[src/rtl/spike_count_readout.sv]
// ============================================================================
// spike_count_readout
// ----------------------------------------------------------------------------
// Output readout stage for the layer-2 neuron event stream.
//
// The event stream is a sequence of timestep frames:
//     SOF_WORD, <neuron index>, <neuron index>, ..., EOF_WORD
// Spikes for neuron indices 0..NUM_CLASSES-1 are counted in saturating
// per-class counters. After TIMESTEPS frames the live counters are copied to
// a shadow bank and cleared, so the next sample can start on the following
// cycle. A scan then walks the shadow bank one entry per cycle. It reports the
// class with the highest count. Ties go to the lowest index.
//
// Optional feature (compile-time macro SPIKE_READOUT_DROP_CNT_EN):
//     when defined, adds the drop_count output. drop_count is a saturating
//     count of every dropped index word: out-of-range indices inside a frame,
//     and any index word outside a frame.
//
// Ports:
//     clk           in   1      clock
//     rstn          in   1      asynchronous, active-low reset
//     neuron_in     in   IDX_W  event word: SOF/EOF marker or neuron index
//     neuron_valid  in   1      neuron_in valid; one word per cycle, no stall
//     result_class  out  CLS_W  winning class index, held until next result
//     result_count  out  CNT_W  spike count of the winning class, held
//     result_valid  out  1      one-cycle pulse when result_* update
//     busy          out  1      high while the argmax scan runs
//     frame_err     out  1      sticky protocol-error flag
//     overrun       out  1      sticky: a sample ended while a scan was running
//     drop_count    out  16     (macro only) saturating dropped-index count
// ============================================================================
module spike_count_readout #(
    parameter int               IDX_W       = 16,
    parameter int               NUM_CLASSES = 10,
    parameter int               CLS_W       = 4,
    parameter int               CNT_W       = 4,
    parameter int               TIMESTEPS   = 8,
    parameter logic [IDX_W-1:0] SOF_WORD    = 16'hF1FA,
    parameter logic [IDX_W-1:0] EOF_WORD    = 16'hFAF1
) (
    input  logic             clk,
    input  logic             rstn,
    input  logic [IDX_W-1:0] neuron_in,
    input  logic             neuron_valid,
    output logic [CLS_W-1:0] result_class,
    output logic [CNT_W-1:0] result_count,
    output logic             result_valid,
    output logic             busy,
    output logic             frame_err,
`ifdef SPIKE_READOUT_DROP_CNT_EN
    output logic [15:0]      drop_count,
`endif
    output logic             overrun
);

    // ts_cnt must be able to hold TIMESTEPS-1. The +1 keeps the width
    // non-zero when TIMESTEPS is 1.
    localparam int             TS_W    = $clog2(TIMESTEPS + 1);
    localparam logic [CNT_W-1:0] CNT_MAX = {CNT_W{1'b1}};

    // ------------------------------------------------------------------------
    // Word classification
    // ------------------------------------------------------------------------
    // A valid word is exactly one of: SOF marker, EOF marker, or index.
    // Marker values are never treated as indices, even though they are
    // numerically out of range.
    logic is_sof;
    logic is_eof;
    logic is_idx;
    logic idx_in_range;

    assign is_sof       = neuron_valid && (neuron_in == SOF_WORD);
    assign is_eof       = neuron_valid && (neuron_in == EOF_WORD);
    assign is_idx       = neuron_valid && !is_sof && !is_eof;
    assign idx_in_range = (neuron_in < IDX_W'(NUM_CLASSES));

    // ------------------------------------------------------------------------
    // Frame FSM
    // ------------------------------------------------------------------------
    typedef enum logic {
        IDLE,
        COLLECT
    } frame_state_t;

    frame_state_t frame_state;
    frame_state_t frame_next;

    logic             err_event;
    logic             count_hit;
    logic             eof_accept;
    logic             sample_end;
    logic [TS_W-1:0]  ts_cnt;

    // State register for the frame parser.
    always_ff @(posedge clk or negedge rstn) begin
        if (!rstn) begin
            frame_state <= IDLE;
        end else begin
            frame_state <= frame_next;
        end
    end

    // Next-state and event decode for the frame parser.
    // A stray SOF inside a frame is an error, but the frame carries on and
    // the counts collected so far are kept.
    // Index words outside a frame are dropped and flagged as errors.
    always_comb begin
        frame_next = frame_state;
        err_event  = 1'b0;
        count_hit  = 1'b0;
        eof_accept = 1'b0;
        case (frame_state)
            IDLE: begin
                if (is_sof) begin
                    frame_next = COLLECT;
                end else if (is_eof || is_idx) begin
                    err_event = 1'b1;
                end
            end
            COLLECT: begin
                if (is_sof) begin
                    err_event = 1'b1;
                end else if (is_eof) begin
                    frame_next = IDLE;
                    eof_accept = 1'b1;
                end else if (is_idx && idx_in_range) begin
                    count_hit = 1'b1;
                end
            end
            default: begin
                frame_next = IDLE;
            end
        endcase
    end

    // The EOF that completes the last timestep of a sample. It swaps the
    // banks and kicks off the scan, all on a single edge.
    assign sample_end = eof_accept && (ts_cnt == TS_W'(TIMESTEPS - 1));

    // Timestep counter. It counts accepted EOFs and wraps at the sample end.
    always_ff @(posedge clk or negedge rstn) begin
        if (!rstn) begin
            ts_cnt <= '0;
        end else if (sample_end) begin
            ts_cnt <= '0;
        end else if (eof_accept) begin
            ts_cnt <= ts_cnt + TS_W'(1);
        end
    end

    // Sticky protocol error flag. Only reset clears it.
    always_ff @(posedge clk or negedge rstn) begin
        if (!rstn) begin
            frame_err <= 1'b0;
        end else if (err_event) begin
            frame_err <= 1'b1;
        end
    end

    // ------------------------------------------------------------------------
    // Live and shadow counter banks
    // ------------------------------------------------------------------------
    logic [CNT_W-1:0] live_cnt   [NUM_CLASSES];
    logic [CNT_W-1:0] shadow_cnt [NUM_CLASSES];

    // Live counters collect spikes for the sample in progress.
    // A sample end and an index word can never land on the same edge, because
    // both need the single word slot. So clearing takes priority without
    // losing a count.
    always_ff @(posedge clk or negedge rstn) begin
        if (!rstn) begin
            for (int k = 0; k < NUM_CLASSES; k++) begin
                live_cnt[k] <= '0;
            end
        end else if (sample_end) begin
            for (int k = 0; k < NUM_CLASSES; k++) begin
                live_cnt[k] <= '0;
            end
        end else if (count_hit) begin
            for (int k = 0; k < NUM_CLASSES; k++) begin
                if ((neuron_in == IDX_W'(k)) && (live_cnt[k] != CNT_MAX)) begin
                    live_cnt[k] <= live_cnt[k] + CNT_W'(1);
                end
            end
        end
    end

    // The shadow bank freezes a finished sample for the scan. This frees the
    // live bank to accept the next sample right away.
    always_ff @(posedge clk or negedge rstn) begin
        if (!rstn) begin
            for (int k = 0; k < NUM_CLASSES; k++) begin
                shadow_cnt[k] <= '0;
            end
        end else if (sample_end) begin
            for (int k = 0; k < NUM_CLASSES; k++) begin
                shadow_cnt[k] <= live_cnt[k];
            end
        end
    end

    // ------------------------------------------------------------------------
    // Argmax scan FSM
    // ------------------------------------------------------------------------
    typedef enum logic [1:0] {
        SCAN_IDLE,
        SCAN,
        SCAN_DONE
    } scan_state_t;

    scan_state_t scan_state;
    scan_state_t scan_next;

    logic [CLS_W-1:0] scan_idx;
    logic [CLS_W-1:0] best_cls;
    logic [CNT_W-1:0] best_cnt;
    logic [CNT_W-1:0] scan_entry;
    logic [CLS_W-1:0] cand_cls;
    logic [CNT_W-1:0] cand_cnt;
    logic             scan_last;

    // State register for the scan sequencer.
    always_ff @(posedge clk or negedge rstn) begin
        if (!rstn) begin
            scan_state <= SCAN_IDLE;
        end else begin
            scan_state <= scan_next;
        end
    end

    // Scan next-state logic. A new sample end always (re)starts the scan from
    // entry 0. If that happens mid-scan, the partial result is discarded and
    // never reaches the outputs. A sample end during SCAN_DONE is not an
    // overrun: that result is already on the outputs.
    always_comb begin
        scan_next = scan_state;
        case (scan_state)
            SCAN_IDLE: begin
                if (sample_end) begin
                    scan_next = SCAN;
                end
            end
            SCAN: begin
                if (sample_end) begin
                    scan_next = SCAN;
                end else if (scan_last) begin
                    scan_next = SCAN_DONE;
                end
            end
            SCAN_DONE: begin
                scan_next = sample_end ? SCAN : SCAN_IDLE;
            end
            default: begin
                scan_next = SCAN_IDLE;
            end
        endcase
    end

    assign busy         = (scan_state == SCAN);
    assign result_valid = (scan_state == SCAN_DONE);

    // Select the shadow entry under inspection. The explicit mux keeps the
    // read in range when NUM_CLASSES is not a power of two.
    always_comb begin
        scan_entry = '0;
        for (int k = 0; k < NUM_CLASSES; k++) begin
            if (scan_idx == CLS_W'(k)) begin
                scan_entry = shadow_cnt[k];
            end
        end
    end

    // Candidate best after considering the current entry. Only a strictly
    // greater count takes over, so the lowest index wins a tie. Starting the
    // running best at class 0 / count 0 makes an all-zero sample report 0/0.
    always_comb begin
        cand_cls = best_cls;
        cand_cnt = best_cnt;
        if (scan_entry > best_cnt) begin
            cand_cls = scan_idx;
            cand_cnt = scan_entry;
        end
    end

    assign scan_last = (scan_idx == CLS_W'(NUM_CLASSES - 1));

    // Scan datapath. The running best steps once per SCAN cycle. The final
    // SCAN cycle writes the result registers, so they already hold the new
    // value during the SCAN_DONE pulse.
    always_ff @(posedge clk or negedge rstn) begin
        if (!rstn) begin
            scan_idx     <= '0;
            best_cls     <= '0;
            best_cnt     <= '0;
            result_class <= '0;
            result_count <= '0;
        end else if (sample_end) begin
            scan_idx <= '0;
            best_cls <= '0;
            best_cnt <= '0;
        end else if (scan_state == SCAN) begin
            scan_idx <= scan_idx + CLS_W'(1);
            best_cls <= cand_cls;
            best_cnt <= cand_cnt;
            if (scan_last) begin
                result_class <= cand_cls;
                result_count <= cand_cnt;
            end
        end
    end

    // Sticky overrun flag. It is set when a sample completes while the
    // previous scan is still walking the shadow bank.
    always_ff @(posedge clk or negedge rstn) begin
        if (!rstn) begin
            overrun <= 1'b0;
        end else if (sample_end && busy) begin
            overrun <= 1'b1;
        end
    end

`ifdef SPIKE_READOUT_DROP_CNT_EN
    // ------------------------------------------------------------------------
    // Dropped-index counter
    // ------------------------------------------------------------------------
    // Every index word that does not reach a counter is dropped. That covers
    // any index outside a frame, and out-of-range indices inside one.
    logic drop_hit;

    assign drop_hit = is_idx && ((frame_state == IDLE) || !idx_in_range);

    // Saturating drop counter. It never clears except on reset.
    always_ff @(posedge clk or negedge rstn) begin
        if (!rstn) begin
            drop_count <= '0;
        end else if (drop_hit && (drop_count != 16'hFFFF)) begin
            drop_count <= drop_count + 16'd1;
        end
    end
`endif

endmodule
[config.mk]
export PLATFORM = sky130hd
export DESIGN_NAME = spike_count_readout
export DESIGN_NICKNAME = d
export VERILOG_FILES = /design/src/rtl/spike_count_readout.sv
export SDC_FILE = /design/constraint.sdc
export NUM_CORES = 1
export LEC_CHECK = 0
export BUFFER_PORTS_ARGS = -buffer_cell sky130_fd_sc_hd__clkbuf_2
export CAP_MARGIN = 20
export CORE_MARGIN = 8
export CORE_UTILIZATION = 51
export DETAILED_ROUTE_END_ITERATION = 12
export PLACE_DENSITY = 0.68
export SYNTH_ARGS = -nofsm -noshare
export SYNTH_HDL_FRONTEND = slang
export SYNTH_SLANG_ARGS = --single-unit
[constraint.sdc]
create_clock -name clk -period 3.7 [get_ports clk]
set_input_delay 0 -clock clk [delete_from_list [all_inputs] [get_ports clk]]
set_output_delay 0 -clock clk [all_outputs]
set_load 0.03 [all_outputs]
==> reports/metrics.yaml, run 1 <==
finish:
  n_fill_cell: 963
  final_common_cell: "nand2_1"
  final_area_um2: 6190
  utilization: 0.571
  nNetsFinal: 672
  layout-drive-gt1-share: 0.114
  mostFrequentLayoutCells: "132 x nand2_1, 109 x dfrtp_1, 65 x nor2_1, 29 x clkbuf_2, 23 x xnor2_1"
  syn_to_final_growth_pct: 9.15
  antenna_cells: 0
synthesis:
  synth-seq-cells: 109
  yosys.cell_types.count: 53
  dominantRegCellSynth: "dfrtp_1"
  synthXorXnorAreaFrac: 0.0494
  synth_warnings: 0
  synth-simple-area-share: 0.261
  synth_top_cells_by_area: "dfrtp_1 48%, nand2_1 8.7%, nor2_1 4.3%, ha_1 4.2%, xnor2_1 3.6%"
  synth-adder-area-share: 0.0419
  muxShareOfSynthArea: 0.0357
  yosysTopAreaCellShare: 0.481
  synth_top_family_by_area: "simple AND/OR/NAND/NOR gates"
  async_reset_ff_frac: 1.00
  synth_compound_area_frac: 0.0869
  seq_area_frac_synth: 0.481
  synth_fp_nets: 651
  postSynthCellCount: 613
  avgSynthCellArea_um2: 9.25
  yosysTopAreaCell: "dfrtp_1"
  syn-cell-area_um2: 5670
  synth-edff-count: 0
critical_path:
  critPathLaunchType: "flip-flop"
  worstSetupPathType: "flip-flop to flip-flop"
  cp-end-kind: "flip-flop"
  max_stage_delay_ns: 0.50
  worstRegToRegCells: 13
  crit_cells: 13
  cp_slowest_cell: "dfrtp_1"
  crit_family: "compound AO/OA/AOI/OAI gates"
  cp.arrival_ns: 3.64
  cp_max_fo: 8
  cp.buffers_inverters: 2
  critPathMostFrequentCell: "ha_1"
  required_ns: 3.93
  crit_path_cell_trace: "inv_1, ha_1, nor2b_2, a221o_1, a211o_1, a31oi_1, ha_1, nand4_1, o21ai_0, a21oi_2, buf_4, mux2i_1, a21oi_1"
placement:
  portBuffers: 30
  dp_hpwl_um: 9110
  dpl_cell_area_um2: 5910
  gp_congestion: 0.916
  pre_cts_ws_ns: 0.161
floorplan:
  start_util: 0.523
  die_area_um2: 14800
  pin_count: 31
  core_um2: 10800
  rows: 38
  die_y_um: 121
  die_x_um: 121
sta:
  finalCritPeriodShare: 0.921
  setup_slack_ns: 0.291
  final_max_slew_viol_count: 0
  finalHoldViolCount: 0
  setup_viol: 0
  skew_ns: 0.0152
  period_needed_ns: 3.41
  worstMarginPinSlew_ns: 0.971
  tns_ns: 0
  fmax_mhz: 293
  relSlewSlack: 0.347
  rsz0062_at_grt: "false"
global_routing:
  antenna_found_initial: 0
  grt_pass1_wl_um: 21900
  grt_max_degree: 90
  track_usage: 0.186
  first_global_vias: 4444
  overflow: 0
power:
  p_per_area_nw_per_um2: 329
  p_leak_nw: 2.99
  irDropWorstVdd_v: 0.000274
  p_total_mw: 2.03
clock_network:
  htree_num_levels: 3
  post_cts_buffers: 0
  clkSlewWorstSetupHoldPaths_ns: 0.11
  cts_tree: "built"
  cts_buffers: 9
  cts_num_sinks: 109
  clk_latency_ns: 0.39
  root_buffer: "clkbuf_8"
  clockBufferDepth: 2
routing:
  drc: 0
  drtPass1Iterations: 4
  drt_iter0_markers: 353
  via_per_inst: 5.66
  wl_per_cell_um: 16.2
  wl_um: 12600
  via_count: 4408
  ant_nets: 0
min_path:
  hold_depth: 4
  hp-class: "input pin to flip-flop"
run_status:
  status: "finished, final reports clean"
flow_run:
  maxCapViolations: 0
routing by layer:
layer  global-route usage  wire (um)  vias to the layer above
li1                     -          -                     2138
met1                0.239       5790                     2141
met2                0.293       5970                      107
met3               0.0461        595                       22
met4               0.0779        278                        0
met5                    0          0                        -
state kept, by name (all words and copies together) (netlist names):
name          flops
ts_cnt            4
shadow_cnt       40
best_cnt          4
scan_idx          4
scan_state        2
best_cls          4
overrun           1
frame_err         1
frame_state       1
result_class      4
live_cnt         40
result_count      4
cells in the mapped netlist, types with 4 or more instances:
library cell and count:
nand3_1 16, a31oi_1 6, o31ai_1 4, xnor2_1 23
ha_1 19, nor3_1 14, nand2_1 132, xor2_1 9
o21ai_0 14, nand4_1 16, a211o_1 4, nand2b_1 7
nor2b_1 10, clkbuf_1 16, nor2_1 65, a21oi_1 22
nand3b_1 6, dfrtp_1 109, buf_2 5, nor4_2 7
buf_4 9, a211oi_1 4, mux2i_1 18, inv_1 21
and3_1 10
worst reg2reg max path, stage by stage, from the launching register on:
cell,delay [ns]
dfrtp_1,0.50
inv_1,0.11
ha_1,0.29
nor2b_2,0.24
a221o_1,0.31
a211o_1,0.26
a31oi_1,0.30
ha_1,0.31
nand4_1,0.08
o21ai_0,0.13
a21oi_2,0.25
buf_4,0.20
mux2i_1,0.20
a21oi_1,0.08
per-stage QoR:
stage | hold slack [ns] | cells
after floorplan | -0.296 | 613
after global placement | 0.247 | 759
after detailed placement | 0.257 | 759
after CTS | 0.000836 | 778
after global routing | 0.0318 | 779
final | 0.0232 | 779
layout make-up:
cell class,count,area (um^2),area share
Inverter,21,78.8,0.0127
Clock buffer,10,138,0.0222
Timing Repair Buffer,43,290,0.0469
Clock inverter,6,78.8,0.0127
Tap cell,140,175,0.0283
Multi-Input combinational cell,450,2700,0.437
Sequential cell,109,2730,0.440
what timing repair did:
action                     CTS  global route
resized for setup            0             3
hold buffers                 3             0
setup endpoints to repair    0            12
hold endpoints to repair    90             0
path summary, 6_finish.rpt:
| kind | slack, ns | from | end |
|---|---|---|---|
| worst max-delay path | 0.29 | scan_idx[0] | result_class[0] |
| worst max register to register | 0.29 | scan_idx[0] | result_class[0] |
| worst min register to register | 0.48 | frame_err | frame_err |
| max in group asynchronous | 2.99 | rstn | shadow_cnt[19] |
| worst min-delay path | 0.02 | neuron_in[9] | frame_state |
| min in group asynchronous | 0.08 | rstn | live_cnt[16] |
logic make-up after synthesis:
group / Yosys count
and+or+nand+nor: 303
xor gates and xnor gates: 32
AOI/OAI and AO/OA: 76
buffers and inverters: 54
DFF: 109
muxes: 20
adders and majority gates: 19
report_power, final:
group | internal (mW) | switching (mW)
Combinational | 0.0194 | 0.0489
Sequential | 1.19 | 0.00000693
Clock | 0.346 | 0.431
Power figures use the tool's default switching activity.
==> run 2, diff against run 1 <==
Settings changed: CAP_MARGIN 20 to 5, CORE_UTILIZATION 51 to 35, PLACE_DENSITY 0.68 to unset.
==> reports/metrics.yaml, run 2 (synthesis gave the netlist of run 1 again) <==
finish:
  nNetsFinal: 673
  final_common_cell: "nand2_1"
  reg.largest.list: "live_cnt (40), shadow_cnt (40)"
  mostFrequentLayoutCells: "132 x nand2_1, 109 x dfrtp_1, 65 x nor2_1, 29 x clkbuf_2, 23 x xnor2_1"
  syn_to_final_growth_pct: 11.3
  layout-drive-gt1-share: 0.113
  final_area_um2: 6320
  antenna_cells: 0
routing:
  drc: 0
  drtPass1Iterations: 4
  ant_nets: 0
  drt_iter0_markers: 201
  via_per_inst: 5.17
  wl_per_cell_um: 15.5
  wl_um: 13200
  via_count: 4422
sta:
  finalHoldViolCount: 0
  rsz0062_at_grt: "false"
  skew_ns: 0.00633
  period_needed_ns: 3.45
  setup_viol: 0
  fmax_mhz: 290
  finalCritPeriodShare: 0.931
  relSlewSlack: 0.520
  worstMarginPinSlew_ns: 0.718
  final_max_slew_viol_count: 0
  tns_ns: 0
global_routing:
  antenna_found_initial: 0
  first_global_vias: 4323
  grt_pass1_wl_um: 21900
  track_usage: 0.136
  overflow: 0
  grt_max_degree: 51
clock_network:
  clockBufferDepth: 2
  clk_latency_ns: 0.35
  htree_num_levels: 3
  post_cts_buffers: 0
  cts_num_sinks: 109
  root_buffer: "clkbuf_16"
  cts_buffers: 9
  clkSlewWorstSetupHoldPaths_ns: 0.07
  cts_tree: "built"
placement:
  dp_hpwl_um: 9550
  portBuffers: 30
  dpl_cell_area_um2: 6010
  gp_congestion: 0.910
floorplan:
  start_util: 0.357
  die_x_um: 143
  core_um2: 15900
  rows: 46
  pin_count: 31
  die_area_um2: 20500
  die_y_um: 143
critical_path:
  r2r_end: "result_count[2]"
  startpoint: "scan_idx[1]"
  worstRegToRegCells: 14
  reg2reg_slack_ns: 0.25
  cp-end-kind: "flip-flop"
  cp.arrival_ns: 3.69
  required_ns: 3.95
  critPathLaunchType: "flip-flop"
  worstSetupPathType: "flip-flop to flip-flop"
  r2r-start: "scan_idx[1]"
  cp_max_fo: 10
  crit_end: "result_count[2]"
run_status:
  status: "finished, final reports clean"
power:
  p_leak_nw: 3.02
  p_per_area_nw_per_um2: 343
  irDropWorstVdd_v: 0.000195
min_path:
  hp-class: "input pin to flip-flop"
flow_run:
  maxCapViolations: 0
==> run 2: changes by cell type in the layout (fill, tap and decap cells not counted), moves of 2 or more <==
cell	previous run	this run
clkbuf_16	0	9
clkbuf_8	10	2
buf_4	9	13
clkinv_2	0	3
clkinv_4	2	0
inv_8	2	0
==> run 2: stage by stage <==
stage / utilization / setup slack, ns / instances / total power [mW] / hold slack (ns)
after floorplan: - / 0.359 / 613 / 1.23 / -0.296
after global placement: 0.378 / 0.399 / 838 / 1.28 / 0.0651
after detailed placement: 0.378 / 0.278 / 838 / 1.28 / 0.0723
after CTS: 0.397 / 0.260 / 856 / 2.20 / 0.0515
after global routing: 0.398 / 0.00459 / 856 / 2.25 / 0.101
final: 0.398 / 0.255 / 856 / 2.17 / 0.0569
==> run 2: where the power goes <==
part	switching (mW)	leakage [nW]	total (mW)	internal, mW
clock network	0.418	0.138	0.908	0.490
logic	0.0500	1.45	0.0663	0.0163
registers	0.00000626	1.42	1.19	1.19
total	0.468	3.02	2.17	1.70
==> run 2: worst min-delay path by stage <==
stage | start | to | slack [ns] | cells after the start
floorplan | rstn | best_cls[0] | -0.30 | 0
global placement | rstn | result_class[0] | 0.07 | 1
detailed placement | rstn | result_class[0] | 0.07 | 1
CTS | neuron_in[11] | frame_state | 0.05 | 4
global route | neuron_in[9] | frame_state | 0.10 | 4
finish | neuron_in[11] | frame_state | 0.06 | 4
==> run 2: area by class of cell <==
class | count | area, um^2
clock buffers | 12 | 256
clock inverters | 4 | 22.5
fillers | 1592 | 9570
inverters | 21 | 78.8
multi-input cells | 450 | 2700
flip-flops and latches | 109 | 2730
well taps | 216 | 270
repair buffers | 44 | 263
==> run 2: layer usage <==
| metal | track usage | part of all wire | vias to the layer above |
|---|---|---|---|
| met1 | 0.179 | 0.47 | 2170 |
| met5 | 0 | 0 | - |
| met2 | 0.209 | 0.46 | 94 |
| met4 | 0.0570 | 0.025 | 0 |
| li1 | - | - | 2135 |
| met3 | 0.0348 | 0.043 | 23 |
==> run 2: what timing repair did <==
action	in CTS	in global routing
hold buffers	2	0
endpoints found under the setup margin	0	6
gates resized for setup	0	1
hold endpoints to repair	50	0
==> run 2: critical path, cell delays in order, from the launching register on <==
cell and delay [ns]:
dfrtp_1 0.45, inv_1 0.13, ha_1 0.34, nor2b_1 0.20, a221oi_1 0.33, nor3_1 0.10
a211oi_1 0.42, inv_1 0.09, ha_1 0.30, nor2b_1 0.13, o21ai_0 0.21, a21oi_1 0.10
buf_4 0.18, nor3b_1 0.14, o41ai_1 0.22
==> run 3, diff against run 2 <==
Settings changed: CORE_UTILIZATION 35 to 55, PLACE_DENSITY set to 0.73.
==> reports/metrics.yaml, run 3 (synthesis gave the netlist of run 1 again) <==
critical_path:
  crit_family: "compound AO/OA/AOI/OAI gates"
  r2r_end: "best_cls[1]"
  critPathLaunchType: "flip-flop"
  cp_slowest_cell: "dfrtp_1"
  max_stage_delay_ns: 0.45
  r2r-start: "scan_idx[1]"
  worstSetupPathType: "flip-flop to flip-flop"
  cp.buffers_inverters: 3
  cp-end-kind: "flip-flop"
  worstRegToRegCells: 14
  crit_path_cell_trace: "inv_1, ha_1, nor2b_2, a221oi_1, nor3_1, a211oi_1, inv_1, ha_1, nand4_1, o21ai_0, a211oi_1, buf_4, mux2i_1, nor2_1"
  reg2reg_slack_ns: 0.32
  required_ns: 3.95
  cp_max_fo: 8
  cp.arrival_ns: 3.63
power:
  p_leak_nw: 2.98
  irDropWorstVdd_v: 0.000180
  p_per_area_nw_per_um2: 325
  p_total_mw: 2.00
run_status:
  status: "finished, final reports clean"
placement:
  dpl_cell_area_um2: 5920
  portBuffers: 30
  dp.cells: 759
  gp_congestion: 0.953
  pre_cts_ws_ns: 0.283
  dp_hpwl_um: 8960
clock_network:
  cts_buffers: 9
  clk_latency_ns: 0.38
  root_buffer: "clkbuf_8"
  clockBufferDepth: 2
  clkSlewWorstSetupHoldPaths_ns: 0.11
  htree_num_levels: 3
  post_cts_buffers: 0
  cts_tree: "built"
  cts_num_sinks: 109
floorplan:
  start_util: 0.557
  rows: 37
  core_um2: 10200
  die_y_um: 118
  die_area_um2: 13800
  pin_count: 31
  die_x_um: 118
global_routing:
  first_global_vias: 4252
  track_usage: 0.184
  grt_max_degree: 79
  overflow: 0
  antenna_found_initial: 0
  grt_pass1_wl_um: 20900
routing:
  top_layer: "met4"
  via_per_inst: 5.63
  met1_length_um: 5760
  drc: 0
  via_count: 4365
  ant_nets: 0
  wl_um: 12400
  wl_per_cell_um: 15.9
  met3WireLength_um: 428
  met2WireLength_um: 5930
  drtPass1Iterations: 4
  drt_iter0_markers: 282
sta:
  worstMarginPinSlew_ns: 0.957
  whs_ns: 0.0176
  relSlewSlack: 0.356
  final_max_slew_viol_count: 0
  finalHoldViolCount: 0
  finalCritPeriodShare: 0.913
  period_needed_ns: 3.38
  rsz0062_at_grt: "false"
  setup_viol: 0
  fmax_mhz: 296
  skew_ns: 0.0149
  setup_slack_ns: 0.322
  tns_ns: 0
finish:
  utilization: 0.603
  final_cells: 776
  final_common_cell: "nand2_1"
  reg.largest.list: "live_cnt (40), shadow_cnt (40)"
  nNetsFinal: 674
  antenna_cells: 0
  syn_to_final_growth_pct: 8.29
  layout-drive-gt1-share: 0.117
  mostFrequentLayoutCells: "132 x nand2_1, 108 x dfrtp_1, 65 x nor2_1, 29 x clkbuf_2, 23 x xnor2_1"
  final_area_um2: 6140
min_path:
  holdPathEnd: "frame_state"
  hold_depth: 4
  hp-class: "input pin to flip-flop"
  hp-start: "neuron_in[9]"
flow_run:
  maxCapViolations: 0
-- run 3: changes by cell type in the layout (fill, tap and decap cells not counted), moves of 2 or more --
cell / previous run / this run
clkinv_2: 3 / 0
clkbuf_8: 2 / 9
clkbuf_16: 9 / 0
inv_6: 0 / 2
-- run 3: metal layers --
layer	up-vias	track usage
met1	2127	0.239
met3	21	0.0331
met4	0	0.0809
met5	-	0
li1	2145	-
met2	72	0.295
-- run 3: cell type report --
cell class | instances | area (um^2)
flip-flops and latches | 109 | 2730
repair buffers | 45 | 270
multi-input cells | 450 | 2700
fillers | 914 | 4040
inverters | 21 | 78.8
well taps | 136 | 170
clock inverters | 6 | 71.3
clock buffers | 9 | 124
-- run 3: power breakdown --
group | internal, mW | leakage (nW) | total (mW) | switching [mW]
combinational | 0.0156 | 1.46 | 0.0632 | 0.0475
sequential | 1.19 | 1.42 | 1.19 | 0.00000614
clock | 0.316 | 0.0923 | 0.742 | 0.426
-- run 3: worst max-delay path by stage --
stage,slack (ns),start,endpoint,cells past startpoint
final,0.32,scan_idx[1],best_cls[1],14
after global placement,0.46,scan_idx[0],result_count[2],14
after CTS,0.26,scan_idx[0],result_count[2],14
after floorplan,0.36,scan_idx[0],best_cls[2],15
after detailed placement,0.28,scan_idx[0],result_count[2],14
after global routing,0.01,scan_idx[1],result_count[2],14
-- run 3: worst register-to-register path: stages, from the launching register on --
cell      delay (ns)
dfrtp_1         0.45
inv_1           0.11
ha_1            0.26
nor2b_2         0.23
a221oi_1        0.28
nor3_1          0.09
a211oi_1        0.44
inv_1           0.09
ha_1            0.31
nand4_1         0.08
o21ai_0         0.12
a211oi_1        0.33
buf_4           0.21
mux2i_1         0.20
nor2_1          0.06
-- run 3: repair_timing --
action                     CTS  global route
resized for setup            0             3
hold buffers                 2             0
setup endpoints to repair    0            16
hold endpoints to repair    79             0
